<file path="config.mk">
export PLATFORM = sky130hd
export DESIGN_NAME = tca9539_i2c_slave_flat
export DESIGN_NICKNAME = d
export VERILOG_FILES = /design/src/rtl/tca9539_pkg.sv /design/src/rtl/tca9539_i2c_slave_if.sv /design/src/rtl/i2c_line_cond.sv /design/src/rtl/tca9539_i2c_slave.sv /design/src/flat_wrapper.sv
export SDC_FILE = /design/constraint.sdc
export NUM_CORES = 1
export LEC_CHECK = 0
export CORE_AREA = 2 2 82 104
export DETAILED_ROUTE_END_ITERATION = 10
export DIE_AREA = 0 0 84 106
export GPL_TIMING_DRIVEN = 0
export PLACE_DENSITY = 0.49
export SLEW_MARGIN = 5
export SYNTH_ARGS = -nofsm -noshare
export SYNTH_HDL_FRONTEND = slang
export SYNTH_SLANG_ARGS = --single-unit
</file>
<file path="constraint.sdc">
create_clock -name clk -period 3.45 [get_ports clk]
set_clock_uncertainty 0.2 [all_clocks]
set_input_delay 0.69 -clock clk [delete_from_list [all_inputs] [get_ports clk]]
set_output_delay 0.69 -clock clk [all_outputs]
set_load 0.05 [all_outputs]
</file>
<file path="src/rtl/tca9539_pkg.sv">
`default_nettype none
// +--------------------------------------------------------------------------+
// | Module   : tca9539_pkg                                                    |
// | Purpose  : Shared types and constants for the TCA9539 behavioural model: |
// |            register command enum, I2C front-end FSM state enum, and the  |
// |            default upper address bits.                                   |
// | Ports    : none (package)                                                |
// | Revision : 1.0 - initial release                                         |
// +--------------------------------------------------------------------------+
package tca9539_pkg;

  // Fixed upper five bits of the 7-bit target address.
  localparam logic [4:0] DEFAULT_ADDR_BASE = 5'b11101;

  // Register index carried by the command byte; shared with the register file.
  typedef enum logic [2:0] {
    INPUT_PORT_0              = 3'd0,
    INPUT_PORT_1              = 3'd1,
    OUTPUT_PORT_0             = 3'd2,
    OUTPUT_PORT_1             = 3'd3,
    POLARITY_INVERSION_PORT_0 = 3'd4,
    POLARITY_INVERSION_PORT_1 = 3'd5,
    CONFIGURATION_PORT_0      = 3'd6,
    CONFIGURATION_PORT_1      = 3'd7
  } cmd_e;

  typedef enum logic [3:0] {
    IDLE      = 4'd0,
    ADDR      = 4'd1,
    ADDR_ACK  = 4'd2,
    CMD       = 4'd3,
    CMD_ACK   = 4'd4,
    WR_DATA   = 4'd5,
    WR_ACK    = 4'd6,
    RD_LOAD   = 4'd7,
    RD_DATA   = 4'd8,
    RD_ACK    = 4'd9,
    WAIT_STOP = 4'd10
  } state_e;

endpackage
`default_nettype wire

</file>
<file path="src/rtl/tca9539_i2c_slave_if.sv">
`default_nettype none
// +--------------------------------------------------------------------------+
// | Module   : tca9539_i2c_slave_if                                          |
// | Purpose  : Register-access interface between the I2C front-end and the   |
// |            TCA9539 register file.                                        |
// | Signals  : reg_addr[2:0]    current command pointer                      |
// |            reg_wr_en        one-clk write strobe                         |
// |            reg_wr_data[7:0] write data, valid with reg_wr_en             |
// |            reg_rd_data[7:0] combinational read of register[reg_addr]     |
// |            reg_rd_strobe    one-clk pulse when a read byte is loaded     |
// | Modports : master = I2C front-end, slave = register file                 |
// | Revision : 1.0 - initial release                                         |
// +--------------------------------------------------------------------------+
interface tca9539_i2c_slave_if;
  logic [2:0] reg_addr;
  logic       reg_wr_en;
  logic [7:0] reg_wr_data;
  logic [7:0] reg_rd_data;
  logic       reg_rd_strobe;

  modport master (
    output reg_addr,
    output reg_wr_en,
    output reg_wr_data,
    output reg_rd_strobe,
    input  reg_rd_data
  );

  modport slave (
    input  reg_addr,
    input  reg_wr_en,
    input  reg_wr_data,
    input  reg_rd_strobe,
    output reg_rd_data
  );
endinterface
`default_nettype wire

</file>
<file path="src/rtl/i2c_line_cond.sv">
`default_nettype none
// +--------------------------------------------------------------------------+
// | Module   : i2c_line_cond                                                 |
// | Purpose  : Synchronises raw scl/sda, optionally filters them, and        |
// |            produces scl edge strobes plus START/STOP detection.          |
// | Macro    : TCA9539_GLITCH_FILTER_EN - adds a 3-sample stability filter   |
// |            per line (pulses of 2 clk or less are rejected).              |
// | Ports    : clk, reset_n (sync, active-low), scl_raw, sda_raw             |
// |            sda_level - conditioned sda                                   |
// |            scl_rise/scl_fall/start_det/stop_det - one-clk strobes        |
// | Revision : 1.0 - initial release                                         |
// +--------------------------------------------------------------------------+
module i2c_line_cond #(
  parameter int SYNC_STAGES = 2
) (
  input  logic clk,
  input  logic reset_n,
  input  logic scl_raw,
  input  logic sda_raw,
  output logic sda_level,
  output logic scl_rise,
  output logic scl_fall,
  output logic start_det,
  output logic stop_det
);

  logic [SYNC_STAGES-1:0] scl_sync;
  logic [SYNC_STAGES-1:0] sda_sync;
  logic                   scl_clean;
  logic                   sda_clean;
  logic                   scl_prev;
  logic                   sda_prev;

  // Idle bus level is high, so the chains reset to 1 to avoid a false edge.
  always_ff @(posedge clk) begin
    if (!reset_n) begin
      scl_sync <= '1;
      sda_sync <= '1;
    end else begin
      scl_sync <= {scl_sync[SYNC_STAGES-2:0], scl_raw};
      sda_sync <= {sda_sync[SYNC_STAGES-2:0], sda_raw};
    end
  end

`ifdef TCA9539_GLITCH_FILTER_EN
  logic [2:0] scl_hist;
  logic [2:0] sda_hist;

  // Output follows the line only once three consecutive samples agree.
  always_ff @(posedge clk) begin
    if (!reset_n) begin
      scl_hist  <= 3'b111;
      sda_hist  <= 3'b111;
      scl_clean <= 1'b1;
      sda_clean <= 1'b1;
    end else begin
      scl_hist <= {scl_hist[1:0], scl_sync[SYNC_STAGES-1]};
      sda_hist <= {sda_hist[1:0], sda_sync[SYNC_STAGES-1]};
      if ((scl_hist == 3'b000 || scl_hist == 3'b111) && scl_hist[0] != scl_clean)
        scl_clean <= scl_hist[0];
      if ((sda_hist == 3'b000 || sda_hist == 3'b111) && sda_hist[0] != sda_clean)
        sda_clean <= sda_hist[0];
    end
  end
`else
  assign scl_clean = scl_sync[SYNC_STAGES-1];
  assign sda_clean = sda_sync[SYNC_STAGES-1];
`endif

  always_ff @(posedge clk) begin
    if (!reset_n) begin
      scl_prev <= 1'b1;
      sda_prev <= 1'b1;
    end else begin
      scl_prev <= scl_clean;
      sda_prev <= sda_clean;
    end
  end

  assign sda_level = sda_clean;
  assign scl_rise  = scl_clean & ~scl_prev;
  assign scl_fall  = ~scl_clean & scl_prev;
  // scl must be high on both samples so an sda change racing an scl edge
  // is not mistaken for a bus condition.
  assign start_det = scl_clean & scl_prev & sda_prev & ~sda_clean;
  assign stop_det  = scl_clean & scl_prev & ~sda_prev & sda_clean;

endmodule
`default_nettype wire

</file>
<file path="src/rtl/tca9539_i2c_slave.sv">
`default_nettype none
// +--------------------------------------------------------------------------+
// | Module   : tca9539_i2c_slave                                             |
// | Purpose  : I2C target front-end for the TCA9539 model. Oversamples       |
// |            scl/sda on clk, decodes address/command/data and drives the   |
// |            register-access interface.                                    |
// | Macro    : TCA9539_GLITCH_FILTER_EN (see i2c_line_cond)                  |
// | Ports    : clk, reset_n (sync, active-low)                               |
// |            scl, sda_in - raw bus lines; sda_oe - 1 pulls sda low         |
// |            a0, a1 - address select; busy - addressed transfer active     |
// |            reg_if - register-access interface (master side)              |
// | Revision : 1.0 - initial release                                         |
// +--------------------------------------------------------------------------+
module tca9539_i2c_slave
  import tca9539_pkg::*;
#(
  parameter logic [4:0] ADDR_BASE   = DEFAULT_ADDR_BASE,
  parameter int         SYNC_STAGES = 2
) (
  input  logic                       clk,
  input  logic                       reset_n,
  input  logic                       scl,
  input  logic                       sda_in,
  output logic                       sda_oe,
  input  logic                       a0,
  input  logic                       a1,
  output logic                       busy,
  tca9539_i2c_slave_if.master        reg_if
);

  logic sda, scl_rise, scl_fall, start_det, stop_det;

  i2c_line_cond #(.SYNC_STAGES(SYNC_STAGES)) u_line_cond (
    .clk       (clk),
    .reset_n   (reset_n),
    .scl_raw   (scl),
    .sda_raw   (sda_in),
    .sda_level (sda),
    .scl_rise  (scl_rise),
    .scl_fall  (scl_fall),
    .start_det (start_det),
    .stop_det  (stop_det)
  );

  state_e     state, state_nxt;
  logic [2:0] bit_cnt, bit_cnt_nxt;
  logic [7:0] shift, shift_nxt;
  logic       phase, phase_nxt;     // ACK: sda held; RD_ACK: controller ACK seen
  logic       rw, rw_nxt;
  logic       sda_oe_nxt, busy_nxt;
  logic [2:0] addr_q, addr_nxt;
  logic       wr_en_q, wr_en_nxt;
  logic [7:0] wr_data_q, wr_data_nxt;
  logic [7:0] byte_in;

  assign byte_in = {shift[6:0], sda};

  always_ff @(posedge clk) begin
    if (!reset_n) begin
      state     <= IDLE;
      bit_cnt   <= 3'd0;
      shift     <= 8'h00;
      phase     <= 1'b0;
      rw        <= 1'b0;
      sda_oe    <= 1'b0;
      busy      <= 1'b0;
      addr_q    <= 3'd0;
      wr_en_q   <= 1'b0;
      wr_data_q <= 8'h00;
    end else begin
      state     <= state_nxt;
      bit_cnt   <= bit_cnt_nxt;
      shift     <= shift_nxt;
      phase     <= phase_nxt;
      rw        <= rw_nxt;
      sda_oe    <= sda_oe_nxt;
      busy      <= busy_nxt;
      addr_q    <= addr_nxt;
      wr_en_q   <= wr_en_nxt;
      wr_data_q <= wr_data_nxt;
    end
  end

  always_comb begin
    state_nxt   = state;
    bit_cnt_nxt = bit_cnt;
    shift_nxt   = shift;
    phase_nxt   = phase;
    rw_nxt      = rw;
    sda_oe_nxt  = sda_oe;
    busy_nxt    = busy;
    addr_nxt    = addr_q;
    wr_en_nxt   = 1'b0;
    wr_data_nxt = wr_data_q;

    // Bus conditions take priority over any scl edge in the same clk.
    if (stop_det) begin
      state_nxt  = IDLE;
      sda_oe_nxt = 1'b0;
      busy_nxt   = 1'b0;
      phase_nxt  = 1'b0;
    end else if (start_det) begin
      state_nxt   = ADDR;
      bit_cnt_nxt = 3'd0;
      sda_oe_nxt  = 1'b0;
      phase_nxt   = 1'b0;
    end else begin
      case (state)
        ADDR: if (scl_rise) begin
          shift_nxt   = byte_in;
          bit_cnt_nxt = bit_cnt + 3'd1;
          if (bit_cnt == 3'd7) begin
            if (byte_in[7:1] == {ADDR_BASE, a1, a0}) begin
              state_nxt = ADDR_ACK;
              busy_nxt  = 1'b1;
              rw_nxt    = byte_in[0];
            end else begin
              state_nxt = WAIT_STOP;
            end
          end
        end
        // First fall pulls sda low, second fall (one scl period later) releases.
        ADDR_ACK, CMD_ACK, WR_ACK: if (scl_fall) begin
          if (!phase) begin
            sda_oe_nxt = 1'b1;
            phase_nxt  = 1'b1;
          end else begin
            sda_oe_nxt = 1'b0;
            phase_nxt  = 1'b0;
            if (state == ADDR_ACK) begin
              state_nxt = rw ? RD_LOAD : CMD;
            end else if (state == CMD_ACK) begin
              state_nxt = WR_DATA;
            end else begin
              state_nxt   = WR_DATA;
              addr_nxt[0] = ~addr_q[0];
            end
          end
        end
        CMD: if (scl_rise) begin
          shift_nxt   = byte_in;
          bit_cnt_nxt = bit_cnt + 3'd1;
          if (bit_cnt == 3'd7) begin
            addr_nxt  = byte_in[2:0];
            state_nxt = CMD_ACK;
          end
        end
        WR_DATA: if (scl_rise) begin
          shift_nxt   = byte_in;
          bit_cnt_nxt = bit_cnt + 3'd1;
          if (bit_cnt == 3'd7) begin
            wr_en_nxt   = 1'b1;
            wr_data_nxt = byte_in;
            state_nxt   = WR_ACK;
          end
        end
        // Entered one clk after an scl fall, so the MSB goes out immediately;
        // the remaining seven bits follow from the shift register.
        RD_LOAD: begin
          sda_oe_nxt  = ~reg_if.reg_rd_data[7];
          shift_nxt   = {reg_if.reg_rd_data[6:0], 1'b0};
          addr_nxt[0] = ~addr_q[0];
          bit_cnt_nxt = 3'd0;
          state_nxt   = RD_DATA;
        end
        RD_DATA: if (scl_fall) begin
          if (bit_cnt == 3'd7) begin
            sda_oe_nxt  = 1'b0;
            bit_cnt_nxt = 3'd0;
            phase_nxt   = 1'b0;
            state_nxt   = RD_ACK;
          end else begin
            sda_oe_nxt  = ~shift[7];
            shift_nxt   = {shift[6:0], 1'b0};
            bit_cnt_nxt = bit_cnt + 3'd1;
          end
        end
        RD_ACK: begin
          if (scl_rise) begin
            if (sda) state_nxt = WAIT_STOP;
            else     phase_nxt = 1'b1;
          end else if (scl_fall && phase) begin
            phase_nxt = 1'b0;
            state_nxt = RD_LOAD;
          end
        end
        default: sda_oe_nxt = 1'b0;  // IDLE, WAIT_STOP
      endcase
    end
  end

  assign reg_if.reg_addr      = addr_q;
  assign reg_if.reg_wr_en     = wr_en_q;
  assign reg_if.reg_wr_data   = wr_data_q;
  // Decoded from state so the strobe coincides with the address being read.
  assign reg_if.reg_rd_strobe = (state == RD_LOAD);

endmodule
`default_nettype wire

</file>
<file path="src/flat_wrapper.sv">
// flat-port wrapper written by rule: the top's interface ports become plain ports
module tca9539_i2c_slave_flat import tca9539_pkg::*;
#(
  parameter logic [4:0] ADDR_BASE   = DEFAULT_ADDR_BASE,
  parameter int         SYNC_STAGES = 2
)
  (clk, reset_n, scl, sda_in, sda_oe, a0, a1, busy, reg_if_reg_addr, reg_if_reg_wr_en, reg_if_reg_wr_data, reg_if_reg_rd_strobe, reg_if_reg_rd_data);
  tca9539_i2c_slave_if reg_if_i ();
  input  logic clk;
  input  logic reset_n;
  input  logic scl;
  input  logic sda_in;
  output logic sda_oe;
  input  logic a0;
  input  logic a1;
  output logic busy;
  output wire logic [$bits(reg_if_i.reg_addr)-1:0] reg_if_reg_addr;
  output wire logic [$bits(reg_if_i.reg_wr_en)-1:0] reg_if_reg_wr_en;
  output wire logic [$bits(reg_if_i.reg_wr_data)-1:0] reg_if_reg_wr_data;
  output wire logic [$bits(reg_if_i.reg_rd_strobe)-1:0] reg_if_reg_rd_strobe;
  input wire logic [$bits(reg_if_i.reg_rd_data)-1:0] reg_if_reg_rd_data;
  assign reg_if_reg_addr = reg_if_i.reg_addr;
  assign reg_if_reg_wr_en = reg_if_i.reg_wr_en;
  assign reg_if_reg_wr_data = reg_if_i.reg_wr_data;
  assign reg_if_reg_rd_strobe = reg_if_i.reg_rd_strobe;
  assign reg_if_i.reg_rd_data = reg_if_reg_rd_data;
  tca9539_i2c_slave #(.ADDR_BASE(ADDR_BASE), .SYNC_STAGES(SYNC_STAGES)) u_core (.clk(clk), .reset_n(reset_n), .scl(scl), .sda_in(sda_in), .sda_oe(sda_oe), .a0(a0), .a1(a1), .busy(busy), .reg_if(reg_if_i));
endmodule
</file>
Word-level counts from Yosys, hierarchy flattened
Cells that the tools add are included.
{"block": "totals", "ram_bits": 0, "regBits": 37, "n_memories": 0, "in_bits": 14, "mem_bits_ro": 0, "elab_cells": 148, "latch_bits": 0, "output_inout_bits": 15}
{"block": "op_classes", "bitwise_logic": 20, "n_addsub": 1, "n_div": 0, "magnitude_cmp": 0, "muxes": 46, "shifts": 0, "multipliers": 0, "n_reduce_logical": 24, "eq_ne": 41}
{"cell": "$mux W4", "n": 15}
{"cell": "$ne A3 B1 Y1 const B", "n": 12}
{"cell": "$pmux W4 S7", "n": 1}
{"cell": "$reduce_and A13 Y1", "n": 2}
{"cell": "$mux W8", "n": 3}
{"cell": "$pmux W8 S3", "n": 1}
{"cell": "$ne A2 B1 Y1 const B", "n": 11}
{"cell": "$reduce_and A6 Y1", "n": 3}
{"cell": "$mux W1", "n": 17}
{"cell": "$eq A4 B3 Y1 const B", "n": 4}
{"cell": "$mux W3", "n": 5}
{"cell": "$reduce_and A5 Y1", "n": 3}
{"cell": "$not A1 Y1", "n": 13}
{"cell": "$pmux W3 S3", "n": 1}
{"cell": "$reduce_and A9 Y1", "n": 1}
{"cell": "$reduce_bool A3 Y1", "n": 3}
{"cell": "$reduce_or A3 Y1", "n": 3}
{"cell": "$eq A4 B2 Y1 const B", "n": 2}
{"cell": "$eq A4 B4 Y1 const B", "n": 2}
{"cell": "$reduce_bool A8 Y1", "n": 1}
{"cell": "$and A1 B1 Y1", "n": 7}
{"cell": "$eq A7 B7 Y1", "n": 1}
{"cell": "$reduce_bool A7 Y1", "n": 1}
{"cell": "$ne A2 B2 Y1 const B", "n": 3}
{"cell": "other kinds (15)", "n": 17}

Logic depth before layout (Yosys ltp)
{"block": "depth", "ltp_word": 7, "mapped_depth": 8, "mapped_depth_nobuf": 8}

By module
A second synthesis with hierarchy kept.
{"block": "hier_totals", "cells_unflattened": 224, "area_unflattened_um2": 1969.4}
{"mod": "tca9539_i2c_slave", "seq_area_each_um2": 620.6, "area_per_inst_um2": 1779.2, "instances": 1, "cells_each": 208}
{"mod": "i2c_line_cond", "seq_area_each_um2": 120.1, "area_per_inst_um2": 190.2, "instances": 1, "cells_each": 16}

Least setup slack after synthesis
No wires, ideal clock.
{"block": "synth_timing", "path_type": "reg-to-output", "start": "register u_core.state[3]", "end": "output reg_if_reg_rd_strobe", "stages_incl_launch_ff": 5, "setup_slack_ns": 1.364, "n_path_buf": 1, "t_required_ns": 2.560, "arrival_ns": 1.196, "cell_sequence": "dfxtp_1 > buf_2 > nand2b_1 > or2_2 > clkinv_1"}
{"block": "synth_via", "elab_chain_cells": 1}
{"item": "from (decl)", "line": "tca9539_i2c_slave.sv:45", "text": "state_e state, state_nxt;"}
{"item": "from (signal assigned)", "line": "tca9539_i2c_slave.sv:71", "text": "state <= state_nxt;"}
{"item": "$eq A4 B3 Y1", "line": "tca9539_i2c_slave.sv:196", "text": "assign reg_if.reg_rd_strobe = (state == RD_LOAD);"}
{"item": "to (decl)", "line": "flat_wrapper.sv:20", "text": "output wire logic [$bits(reg_if_i.reg_rd_strobe)-1:0] reg_if_reg_rd_strobe;"}
Every way passes these cells.

Worst setup path in the final report
Same ends and word-level chain as after synthesis.

==> impl_metrics.csv <==
group,metric,value,unit
route,wire_length_per_cell_after_detailed_routing,13.96,um
floorplanning,fp.dieArea,0.008904,mm2
route,drt_iter0_drc,141,
cts,cts_max_level,2,
yosys,synth-edff-count,0,
pwr,netSwitchingFraction,35.11,%
route,antenna_left,0,
grt,grt_max_degree,12,
pwr,share_clk_of_total_power,27.1,%
yosys,avgSynthCellArea,8.397,um2
grt,number_of_global_route_vias_before_repair,1745,
worst_setup_path,worstSetupPathType,"reg2out",
cts,ctsResizeCount,0,
pwr,power.combinational.fraction,34.9,%
worst_setup_path,cp.buffers_inverters,3,
sta,rsz0062_at_grt,"no",
route,viasPerCell,4.808,
sta,holdWs,0.2117,ns
grt,grt_overflow,0,
grt,global_route_wire_length_before_repair,8604,um
worst_setup_path,critical_path_peak_fanout,10,
place,port_buffers,28,
sta,slew_violations,0,
sta,timing.max_slew.rel_slack,65.50,%
cts,cts_inserted_buffers,5,
pwr,p_switching,436.0,uW
place,post-dp-hpwl,3826,um
route,first_pass_iters,4,
place,gp_routability_congestion,0.9128,
worst_setup_path,critical-path-slowest-cell,"sky130_fd_sc_hd__clkdlybuf4s50_1",
route,met2_wirelength,2501,um
worst_setup_path,cp.required,2.56,ns
worst_hold_path,timing.hold.worst.class,"reg2reg",
finish,syn_to_final_growth,25.82,%
sta,setup-violations-final,0,
sta,totalNegativeSetupSlack,0,ns
yosys,postSynth.asyncResetShare,0,%
sta,layout_worst_path_cycle_share,91.99,%
worst_setup_path,worst-endpoint-arrival,2.28,ns
finish,n_antenna_cell,0,
floorplanning,core-area,0.008009,mm2
cts,cts_setup_buffers,0,
floorplanning,die_x,84,um
route,detail_route.wirelength.met1,2180,um
pwr,power_density,506.6,mW/mm2
worst_setup_path,timing.critical_path.from_type,"register",
yosys,synth_top_cells_by_area,"sky130_fd_sc_hd__dfxtp_1, sky130_fd_sc_hd__mux2i_1, sky130_fd_sc_hd__nor2_1",
route,remaining_drc_errors,0,
route,postRouteWirelength,5095,um
finish,final_area,0.002451,mm2
flow_run,max-cap-violations,0,
yosys,postSynth.topFlopCell,"sky130_fd_sc_hd__dfxtp_1",
route,met3_wirelength,150,um
yosys,synthesized_cell_area,0.001948,mm2
finish,layout.nets,283,
pwr,fin_total_pwr,1.242,mW
cts,hold_buffers,0,
worst_hold_path,whs_path_depth,1,
floorplanning,num_rows,37,
pwr,power.ir.vdd_worst,0.1799,mV
cts,tritoncts,"yes",
yosys,yosysMostFrequentCell,"sky130_fd_sc_hd__dfxtp_1",
yosys,seq_area_frac_synth,38.02,%
worst_setup_path,timing.critical_path.cells,"buf_2 -> nand2b_1 -> or2_2 -> clkinv_1 -> clkdlybuf4s50_1",
worst_setup_path,timing.critical_path.max_delay_family,"buffers and inverters",
status,outcome,"finished, final reports clean",
yosys,fraction_of_post_synthesis_cell_area_in_the_top_cell_type_by_area,38.02,%
worst_hold_path,holdPathEnd,"u_core.u_line_cond.sda_sync[1]$_SDFF_PN1_",
worst_setup_path,worstReg2RegStart,"u_core.state[1]$_SDFFE_PP0P_",
worst_setup_path,reg2regPathDepth,7,
sta,fin_crit,3.174,ns
cts,worst_skew_pair.late_latency,0.29,ns
route,vias,1755,
sta,report.final.hold_viol_count,0,
yosys,synthesized_netlist_net_count,248,
pwr,power.sequential.fraction,38.0,%
sta,fmaxAchievable,315.1,MHz
finish,final.fill_count,867,
pwr,leakagePower,0.9140,nW
yosys,yosys_register_bits,37,
finish,drive_above_1_share,9.701,%
worst_setup_path,regToRegSetupSlack,1.17,ns
yosys,yosysWarnings,0,
floorplanning,dieHeight,106,um
cts,clk_path_buf_depth,2,
cts,cts.reportedPaths.clkPinSlew,0.07,ns
floorplanning,num_io_pins,29,
worst_hold_path,worst_hold_startpoint,"u_core.u_line_cond.sda_sync[0]$_SDFF_PN1_",
pwr,internal_power,805.8,uW
worst_setup_path,worstSetupEndpointType,"output pin",
route,dr.max_layer_used,"met4",
yosys,yosys-top-cells-count,"sky130_fd_sc_hd__dfxtp_1, sky130_fd_sc_hd__nor2_1, sky130_fd_sc_hd__nand2_1",
worst_setup_path,rr_endpoint,"u_core.state[1]$_SDFFE_PP0P_",
grt,groute.usage.overall,11.97,%
yosys,postSynthCellCount,232,
yosys,leading_area_contributor_after_synthesis,"sky130_fd_sc_hd__dfxtp_1",
place,placed_cell_area,0.002350,mm2
grt,antenna_violations_before_repair,0,
cts,number_of_sinks_handled_by_clock_tree_synthesis,37,
yosys,synth.lib_cells_used.distinct,49,
cts,clk_root_buffer_cell,"sky130_fd_sc_hd__clkbuf_8",
floorplanning,initial_core_util,24.32,%
sta,timing_worst_slew_pin_value,0.5175,ns
worst_setup_path,max_stage_delay,0.84,ns
layout make-up:
cell class	count	area [um2]	share of cell area (%)
multi-input combinational	171	1087	44.36
tap	97	121.4	4.951
sequential	37	740.7	30.22
buffer	16	90.09	3.675
timing repair buffer	28	280.3	11.43
clock buffer	7	96.34	3.931
clock inverter	1	5.005	0.2042
inverter	8	30.03	1.225
per-stage QoR:
step,std cells,setup slack (ns),util [%]
after global placement,357,0.5729,29.34
after global routing,365,0.1591,30.60
after floorplan,232,1.364,-
after CTS,365,0.2568,30.60
final,365,0.2763,30.60
after detailed placement,357,0.5900,29.34
metal layers:
metal | vias up | track usage, %
met5 | - | 0
met4 | 0 | 6.797
met3 | 20 | 2.329
met2 | 42 | 20.46
met1 | 799 | 13.88
li1 | 894 | -
state kept, by name, indices dropped and copies added (netlist names):
register and count:
u_core.bit_cnt 3, u_core.busy 1, u_core.phase 1, u_core.reg_if.reg_addr 3
u_core.reg_if.reg_wr_data 8, u_core.reg_if.reg_wr_en 1, u_core.rw 1, u_core.sda_oe 1
u_core.shift 8, u_core.state 4, u_core.u_line_cond.scl_prev 1, u_core.u_line_cond.scl_sync 2
u_core.u_line_cond.sda_prev 1, u_core.u_line_cond.sda_sync 2
kinds of logic after synthesis:
logic type	after synthesis	synth area share (%)
AOI/OAI and AO/OA	47	18.43
xor gates and xnor gates	2	0.8993
adders and majority gates	2	1.284
buffers and inverters	24	6.165
DFF	37	38.02
muxes	14	7.193
and+or+nand+nor	106	28.00
cell usage in the layout (no fill, tap or decap), types with 2 or more instances in the layout:
master / n
sky130_fd_sc_hd__dfxtp_1: 37
sky130_fd_sc_hd__nor2_1: 32
sky130_fd_sc_hd__clkdlybuf4s50_1: 28
sky130_fd_sc_hd__nand2_1: 22
sky130_fd_sc_hd__nand2b_1: 18
sky130_fd_sc_hd__mux2i_1: 14
sky130_fd_sc_hd__a21oi_1: 12
sky130_fd_sc_hd__nor3_1: 10
sky130_fd_sc_hd__nand3_1: 8
sky130_fd_sc_hd__inv_1: 7
sky130_fd_sc_hd__o21ai_0: 7
sky130_fd_sc_hd__clkbuf_8: 7
sky130_fd_sc_hd__clkbuf_1: 6
sky130_fd_sc_hd__buf_2: 5
sky130_fd_sc_hd__a311oi_1: 5
sky130_fd_sc_hd__buf_6: 3
sky130_fd_sc_hd__o221ai_1: 3
sky130_fd_sc_hd__nor4b_1: 2
sky130_fd_sc_hd__a31oi_1: 2
sky130_fd_sc_hd__o21a_1: 2
sky130_fd_sc_hd__xnor2_1: 2
sky130_fd_sc_hd__nand4_1: 2
sky130_fd_sc_hd__o22ai_1: 2
sky130_fd_sc_hd__o32ai_1: 2
sky130_fd_sc_hd__a311oi_2: 2
sky130_fd_sc_hd__ha_1: 2
power by group through the flow:
stage	registers [mW]	clock network [mW]	logic, mW
6_report	0.472	0.336	0.434
5_1_grt	0.476	0.366	0.474
4_1_cts	0.473	0.349	0.434
3_5_place_dp	0.483	0	0.433
3_3_place_gp	0.481	0	0.441
2_1_floorplan	0.497	0	0.305
worst max path at each step:
stage                                 start                    to  slack [ns]  depth (start not counted)
2_1_floorplan  u_core.state[3]$_SDFFE_PP0P_  reg_if_reg_rd_strobe        1.36                          4
3_3_place_gp   u_core.state[0]$_SDFFE_PP0P_  reg_if_reg_rd_strobe        0.57                          5
3_5_place_dp   u_core.state[0]$_SDFFE_PP0P_  reg_if_reg_rd_strobe        0.59                          5
4_1_cts        u_core.state[3]$_SDFFE_PP0P_  reg_if_reg_rd_strobe        0.26                          5
5_1_grt        u_core.state[3]$_SDFFE_PP0P_  reg_if_reg_rd_strobe        0.16                          5
6_report       u_core.state[3]$_SDFFE_PP0P_  reg_if_reg_rd_strobe        0.28                          5
Power figures use the tool's default switching activity.
